[config.mk]
export PLATFORM = sky130hd
export DESIGN_NAME = hc595_frame_arbiter
export DESIGN_NICKNAME = d
export VERILOG_FILES = /design/src/rtl/hc595_frame_arbiter.sv
export SDC_FILE = /design/constraint.sdc
export NUM_CORES = 1
export LEC_CHECK = 0
export CAP_MARGIN = 20
export CORE_UTILIZATION = 49
export CTS_CLUSTER_SIZE = 25
export DETAILED_ROUTE_END_ITERATION = 8
export HOLD_SLACK_MARGIN = 0.08
export PLACE_DENSITY = 0.84
export SYNTH_ARGS = -nofsm -noshare
export SYNTH_HDL_FRONTEND = slang
export SYNTH_SLANG_ARGS = --single-unit
export TNS_END_PERCENT = 10
[constraint.sdc]
create_clock -name clk -period 3.6 [get_ports clk]
set_input_delay 0.72 -clock clk [delete_from_list [all_inputs] [get_ports clk]]
set_output_delay 0.72 -clock clk [all_outputs]
set_load 0.02 [all_outputs]
[src/rtl/hc595_frame_arbiter.sv]
// Round-robin arbiter handing 16-bit frames from two sources to the 74HC595 shift controller.
// Optional build macro ARB_LOCK_EN: lets the last-served requester hold the grant via i_lock.
module hc595_frame_arbiter #(
   parameter int unsigned DW      = 16,
   parameter int unsigned TIMEOUT = 1024,
   parameter int unsigned TW      = 16
) (
   input  logic          clk,
   input  logic          rst_n,
   input  logic [1:0]    i_req_vld,
   input  logic [DW-1:0] i_req_data0,
   input  logic [DW-1:0] i_req_data1,
   output logic [1:0]    o_req_rdy,
   output logic [1:0]    o_req_done,
   input  logic [1:0]    i_lock,
   output logic [DW-1:0] o_sh_data,
   output logic          o_sh_vld,
   input  logic          i_sh_rdy,
   input  logic          i_sh_done,
   output logic          o_busy,
   output logic          o_err,
   input  logic          i_err_clr
);

   typedef enum logic [1:0] {
      ST_IDLE,
      ST_SEND,
      ST_WAIT
   } state_e;

   state_e        state_q, state_d;
   logic [DW-1:0] frame_q, frame_d;
   logic          owner_q, owner_d;
   logic          last_q, last_d;
   logic [TW-1:0] wdog_q, wdog_d;
   logic          err_q, err_d;
   logic [1:0]    done_q, done_d;
   logic          sh_vld_q, sh_vld_d;

   logic          sel_any;
   logic          sel_idx;

   // Requester selection: a lone valid wins, a tie goes to the one not served last.
   always_comb begin
      sel_any = |i_req_vld;
      if (i_req_vld == 2'b11) begin
         sel_idx = ~last_q;
      end else begin
         sel_idx = i_req_vld[1];
      end
`ifdef ARB_LOCK_EN
      if (i_lock[last_q] && i_req_vld[last_q]) begin
         sel_idx = last_q;
      end
`endif
   end

`ifndef ARB_LOCK_EN
   logic unused_lock;
   assign unused_lock = ^i_lock;
`endif

   always_comb begin
      o_req_rdy = 2'b00;
      if (state_q == ST_IDLE && sel_any) begin
         o_req_rdy = sel_idx ? 2'b10 : 2'b01;
      end
   end

   always_comb begin
      state_d  = state_q;
      frame_d  = frame_q;
      owner_d  = owner_q;
      last_d   = last_q;
      wdog_d   = wdog_q;
      err_d    = err_q;
      done_d   = '0;
      sh_vld_d = sh_vld_q;

      // Clear first so a same-cycle watchdog abort below overrides it.
      if (i_err_clr) begin
         err_d = 1'b0;
      end

      case (state_q)
         ST_IDLE: begin
            if (sel_any) begin
               frame_d  = sel_idx ? i_req_data1 : i_req_data0;
               owner_d  = sel_idx;
               sh_vld_d = 1'b1;
               state_d  = ST_SEND;
            end
         end
         ST_SEND: begin
            if (i_sh_rdy) begin
               sh_vld_d = 1'b0;
               wdog_d   = '0;
               state_d  = ST_WAIT;
            end
         end
         ST_WAIT: begin
            if (i_sh_done) begin
               done_d  = owner_q ? 2'b10 : 2'b01;
               last_d  = owner_q;
               state_d = ST_IDLE;
            end else if (wdog_q == TW'(TIMEOUT - 1)) begin
               err_d   = 1'b1;
               last_d  = owner_q;
               state_d = ST_IDLE;
            end else begin
               wdog_d = wdog_q + TW'(1);
            end
         end
         default: begin
            sh_vld_d = 1'b0;
            state_d  = ST_IDLE;
         end
      endcase
   end

   always_ff @(posedge clk) begin
      if (!rst_n) begin
         state_q  <= ST_IDLE;
         frame_q  <= '0;
         owner_q  <= 1'b0;
         last_q   <= 1'b1;
         wdog_q   <= '0;
         err_q    <= 1'b0;
         done_q   <= '0;
         sh_vld_q <= 1'b0;
      end else begin
         state_q  <= state_d;
         frame_q  <= frame_d;
         owner_q  <= owner_d;
         last_q   <= last_d;
         wdog_q   <= wdog_d;
         err_q    <= err_d;
         done_q   <= done_d;
         sh_vld_q <= sh_vld_d;
      end
   end

   assign o_sh_data  = frame_q;
   assign o_sh_vld   = sh_vld_q;
   assign o_req_done = done_q;
   assign o_err      = err_q;
   assign o_busy     = (state_q != ST_IDLE);

   a_rdy_onehot: assert property (@(posedge clk) disable iff (!rst_n)
      $onehot0(o_req_rdy));
   a_done_onehot: assert property (@(posedge clk) disable iff (!rst_n)
      $onehot0(o_req_done));
   a_frame_hold: assert property (@(posedge clk) disable iff (!rst_n)
      (o_sh_vld && !i_sh_rdy) |=> (o_sh_vld && $stable(o_sh_data)));
   a_wdog_range: assert property (@(posedge clk) disable iff (!rst_n)
      wdog_q <= TW'(TIMEOUT - 1));

endmodule

# Yosys cells after proc, flatten, opt, wreduce, memory -nomap -nowiden
# Index checks and enable logic that the tools add are counted.
# W data, S select, Z words.
[totals]
elab_cells = 55
register_bits = 40
out_inout_bits = 23
[classes]
eq_ne = 9
n_addsub = 1
mux = 23
bitwise = 2
reduce_logical = 12
[op_table]
columns = ["operator", "n"]
rows = [
  ["$mux W16", 4],
  ["$pmux W16 S2", 1],
  ["$add A16 B1 Y16 const B", 1],
  ["$eq A16 B10 Y1 const B", 1],
  ["$mux W2", 7],
  ["$mux W1", 9],
  ["$reduce_and A3 Y1", 3],
  ["$ne A2 B2 Y1 const B", 4],
  ["$pmux W2 S3", 1],
  ["$reduce_bool A2 Y1", 3],
  ["$eq A2 B2 Y1 const B", 2],
  ["$reduce_and A2 Y1", 2],
  ["$reduce_and A4 Y1", 1],
  ["$ne A3 B3 Y1 const B", 1],
  ["$pmux W1 S3", 1],
  ["$eq A2 B1 Y1 const B", 1],
  ["$logic_not A2 Y1", 1],
  ["$not A1 Y1", 2],
  ["$reduce_or A2 Y1", 1],
  ["$logic_and A1 B1 Y1", 1],
]

# Logic depth before layout (Yosys ltp)
[logic_depth]
depth_word = 4
depth_mapped = 7

# Worst setup path before layout
# OpenSTA, ideal clock, no wires.
[synth_path]
path_kind = "input-to-output"
start = "input i_req_vld[0]"
end = "output o_req_rdy[0]"
t_arrival_ns = 1.512
slack_ns = 1.368
required_time_ns = 2.880
n_path_buf = 1
path_stages = 3
path_cell_list = "inv_1 > a2111oi_4 > buf_2"
[synth_via]
elab_chain_len = 4
word_cells_on_any_way = 6
classes_between = "1 x eq/ne; 3 x mux; 2 x reduce/logical"
[synth_lines]
columns = ["item", "line_no", "rtl"]
rows = [
  ["start, declared", "10", "input logic [1:0] i_req_vld,"],
  ["$eq A2 B2 Y1", "46", "if (i_req_vld == 2'b11) begin"],
  ["$mux W1", "46", ""],
  ["$mux W2", "66", "o_req_rdy = sel_idx ? 2'b10 : 2'b01;"],
  ["$mux W2 (*)", "65", "if (state_q == ST_IDLE && sel_any) begin"],
  ["end, declared", "13", "output logic [1:0] o_req_rdy,"],
]
# Every way passes the cells marked *; elsewhere a longest branch is shown, timed or not.

# Worst setup path in the final report
# Same ends and word-level chain as after synthesis.

==> key figures <==
Finish
  • Antenna diodes: 0
  • Commonest non-fill, non-tap cell in the layout: clkdlybuf4s50_1
  • Cell Count, Final, Fillers Out: around 320
  • Most frequent cells in the layout: 61 x clkdlybuf4s50_1, 40 x dfxtp_1, 26 x nor2_1
  • Post-layout nets: 312
  • P&R area growth vs syn: 37.70%
  • Layout cells sized above 1: 7.011%

Clock tree
  • Clk sink count: 40
  • Post-cts resize count: 0
  • Setup bufs post-CTS: 0
  • Clock slew at reported path FFs: around 80 ps
  • # H-tree levels: 2
  • Clock Tree Buf Depth: 2
  • Worst-Skew Late Latency: 300 ps
  • Root buffer cell: clkbuf_8
  • Num CTS Buffers: 5
  • CTS tree: done
  • Hold-fix buffers, CTS: 0

Worst setup path
  • R2R depth: 4
  • Crit path to: o_req_rdy[0]
  • CP Data Required Time: 2880 ps
  • Crit Path Max Fanout: 5
  • Critical path arrival: 2460 ps
  • Critical path origin: i_req_vld[0]
  • Critical-path cell list: clkdlybuf4s50_1 > inv_1 > a2111oi_4 > clkdlybuf4s50_1
  • Setup CP Type: in -> out
  • Setup slack, reg-to-reg: roughly 1700 ps
  • CP Depth: 4
  • Top Family by Delay on Critical Path: buffers and inverters
  • Crit path buf inv count: 3
  • Crit-path slowest cell: clkdlybuf4s50_1
  • Slowest Stage Delay on Critical Path: 680 ps
  • Reg2reg start: state_q[1]$_SDFFE_PN0P_
  • CP startpoint kind: input pin
  • Reg2Reg Capture Point: wdog_q[9]$_SDFFE_PN0P_
  • Crit path capture type: output port
  • Most used cell, CP: clkdlybuf4s50_1

Logic synthesis
  • FFs w/ async S/R, synth: 0%
  • Post-synth net total: 254
  • Ys flop type: dfxtp_1
  • Sequential fraction of the synthesis area: approximately two fifths
  • Yosys warnings: 0
  • Avg Inst Size Synth: 9.065 µm²
  • Cells after Synth: 212
  • Seq cells post-synth: 40
  • Synth Cell Area: 0.001922 mm²
  • Cell taking the most area after synthesis: dfxtp_1
  • Synth area leaders: dfxtp_1 42%, a222oi_1 8.3%, nor2_1 5.1%, a31oi_1 3.6%, a21oi_1 2.9%
  • Post-synth EDFFs: 0
  • Top-area cell type share of the netlist area: about two fifths
  • Unique masters post-synth: between 40 and 50

Timing
  • Setup TNS Final: 0 ps
  • Worst-margin pin slew: around 710 ps
  • Post-Route Hold Slack: 503.2 ps
  • Worst clock skew: 6.958 ps
  • Final min period: 3180 ps
  • Slew headroom: between 50% and 60%
  • Fin. max-slew vios: 0
  • Period utilization: 88.34%
  • Final hold vios: 0
  • Final setup fails: 0
  • RSZ-0062 raised after global routing: no
  • Achievable Freq: 314.4 MHz

GRT
  • First-pass GRT wire length: 8652 µm
  • Total gr overflow: 0
  • Initial antenna violation count: 0
  • Met3 usage: 9.155%
  • GR Util met1: 33.66%
  • Total track usage: 26.86%
  • GRT busiest layer: met2
  • Largest net degree at the start of global routing: 29
  • GR Layer Usage met2: between 40% and 50%
  • Number of global-route vias before repair: around 1800

Status
  • Outcome: finished, final reports clean

Power and ir drop
  • Lkg Pwr: 0.9630 nW
  • Total power: 0.001059 W
  • Worst VDD drop: 0.2905 mV
  • PwrDens: 400.0 mW/mm²

Place
  • Cells after DPL: 311
  • Final HPWL DP: 3654 µm
  • IO Port Bufs: 61
  • GPL Wtd Cong: around 0.81

Detailed routing
  • Via count: 1985
  • Drt initial violations: 198
  • Via density: 6.223
  • DR pass1 iterations: 5
  • Drt wl/cell: 16.56 µm
  • Drt drc: 0
  • Routed wire length: 5283 µm
  • ANT nets after route: 0

Die
  • Die Ht: 64.63 µm
  • Boundary Pins: between 60 and 70
  • Chip width: 64.63 µm
  • Die Area: 0.004176 mm²
  • Core area: 0.003716 mm²
  • Site row count: 22
  • Initial Util: 51.72%

Min path
  • HP Class: reg -> reg

Run
  • Max Cap Viol: 0
-- cells in the mapped netlist (2+ instances only) --
cell type / count
nor3_1: 5
a222oi_1: 16
a31oi_1: 11
o211ai_1: 2
a2111oi_0: 2
and4_1: 5
inv_1: 7
nand3b_1: 3
buf_2: 7
dfxtp_1: 40
a21o_1: 5
and2_1: 3
nand3_1: 6
nand2_1: 8
nor2_1: 26
o21ai_0: 5
nor2b_1: 2
buf_6: 3
nor4_1: 2
nand4_1: 4
and3_1: 8
a41oi_1: 5
a21oi_1: 11
and4_4: 2
-- worst min-delay path by stage --
| stage | slack [ps] | to | cells after the start | startpoint |
|---|---|---|---|---|
| floorplan | 440 | o_req_done[0]$_SDFF_PN0_ | 1 | owner_q$_SDFFE_PN0P_ |
| global placement | 470 | wdog_q[15]$_SDFFE_PN0P_ | 1 | wdog_q[15]$_SDFFE_PN0P_ |
| detailed placement | 480 | wdog_q[15]$_SDFFE_PN0P_ | 1 | wdog_q[15]$_SDFFE_PN0P_ |
| CTS | 500 | o_req_done[0]$_SDFF_PN0_ | 1 | owner_q$_SDFFE_PN0P_ |
| global route | 520 | o_req_done[0]$_SDFF_PN0_ | 1 | owner_q$_SDFFE_PN0P_ |
| finish | 500 | o_req_done[0]$_SDFF_PN0_ | 1 | owner_q$_SDFFE_PN0P_ |
-- worst register-to-register path, delay by kind of cell, from the launching register on --
family | cells | cell delay (ps)
and+or+nand+nor | 2 | 670
AOI/OAI and AO/OA | 2 | 530
DFF | 1 | 530
-- cell families after synthesis --
logic type,after synthesis,synth area share (%)
mux,1,0.5209
fa+ha+maj,1,0.6509
compound gates,66,26.69
flops,40,41.67
simple gates,83,24.54
buf+inv,21,5.924
-- metal layers --
layer	share of wire (%)	wire, µm
met4	1.4	73
met2	48	2529
met5	0	0
met3	8.0	421
met1	43	2259
-- power breakdown --
group          total (W)  leakage (nW)  internal [W]  switching [W]
registers       0.000485         0.326      0.000465      0.0000199
clock network   0.000368        0.0541      0.000205       0.000163
logic           0.000206         0.583      0.000107      0.0000986
total            0.00106         0.963      0.000777       0.000281
-- sequential cells by signal (all words and copies together), names as in the netlist --
signal and flops:
last_q 1, o_err 1, o_req_done 2, o_sh_data 16
o_sh_vld 1, owner_q 1, state_q 2, wdog_q 16
-- metrics by stage --
step | utilization, % | area (µm²) | worst slack (ps)
6_report | 71.21 | 2646 | 419.6
5_1_grt | 71.21 | 2646 | 320.1
4_1_cts | 71.21 | 2646 | 391.9
3_5_place_dp | 68.22 | 2535 | 407.2
3_3_place_gp | 67.91 | 2524 | 445.7
2_1_floorplan | - | 1922 | 1368
-- area by class of cell --
cell class | instances | area, µm²
clock buffers | 5 | 68.82
well taps | 48 | 60.06
repair buffers | 64 | 636.9
inverters | 8 | 30.03
flip-flops and latches | 40 | 800.8
multi-input cells | 151 | 1007
clock inverters | 3 | 42.54
fillers | 288 | 1070
Note: power is estimated with default switching activity, not from simulation.
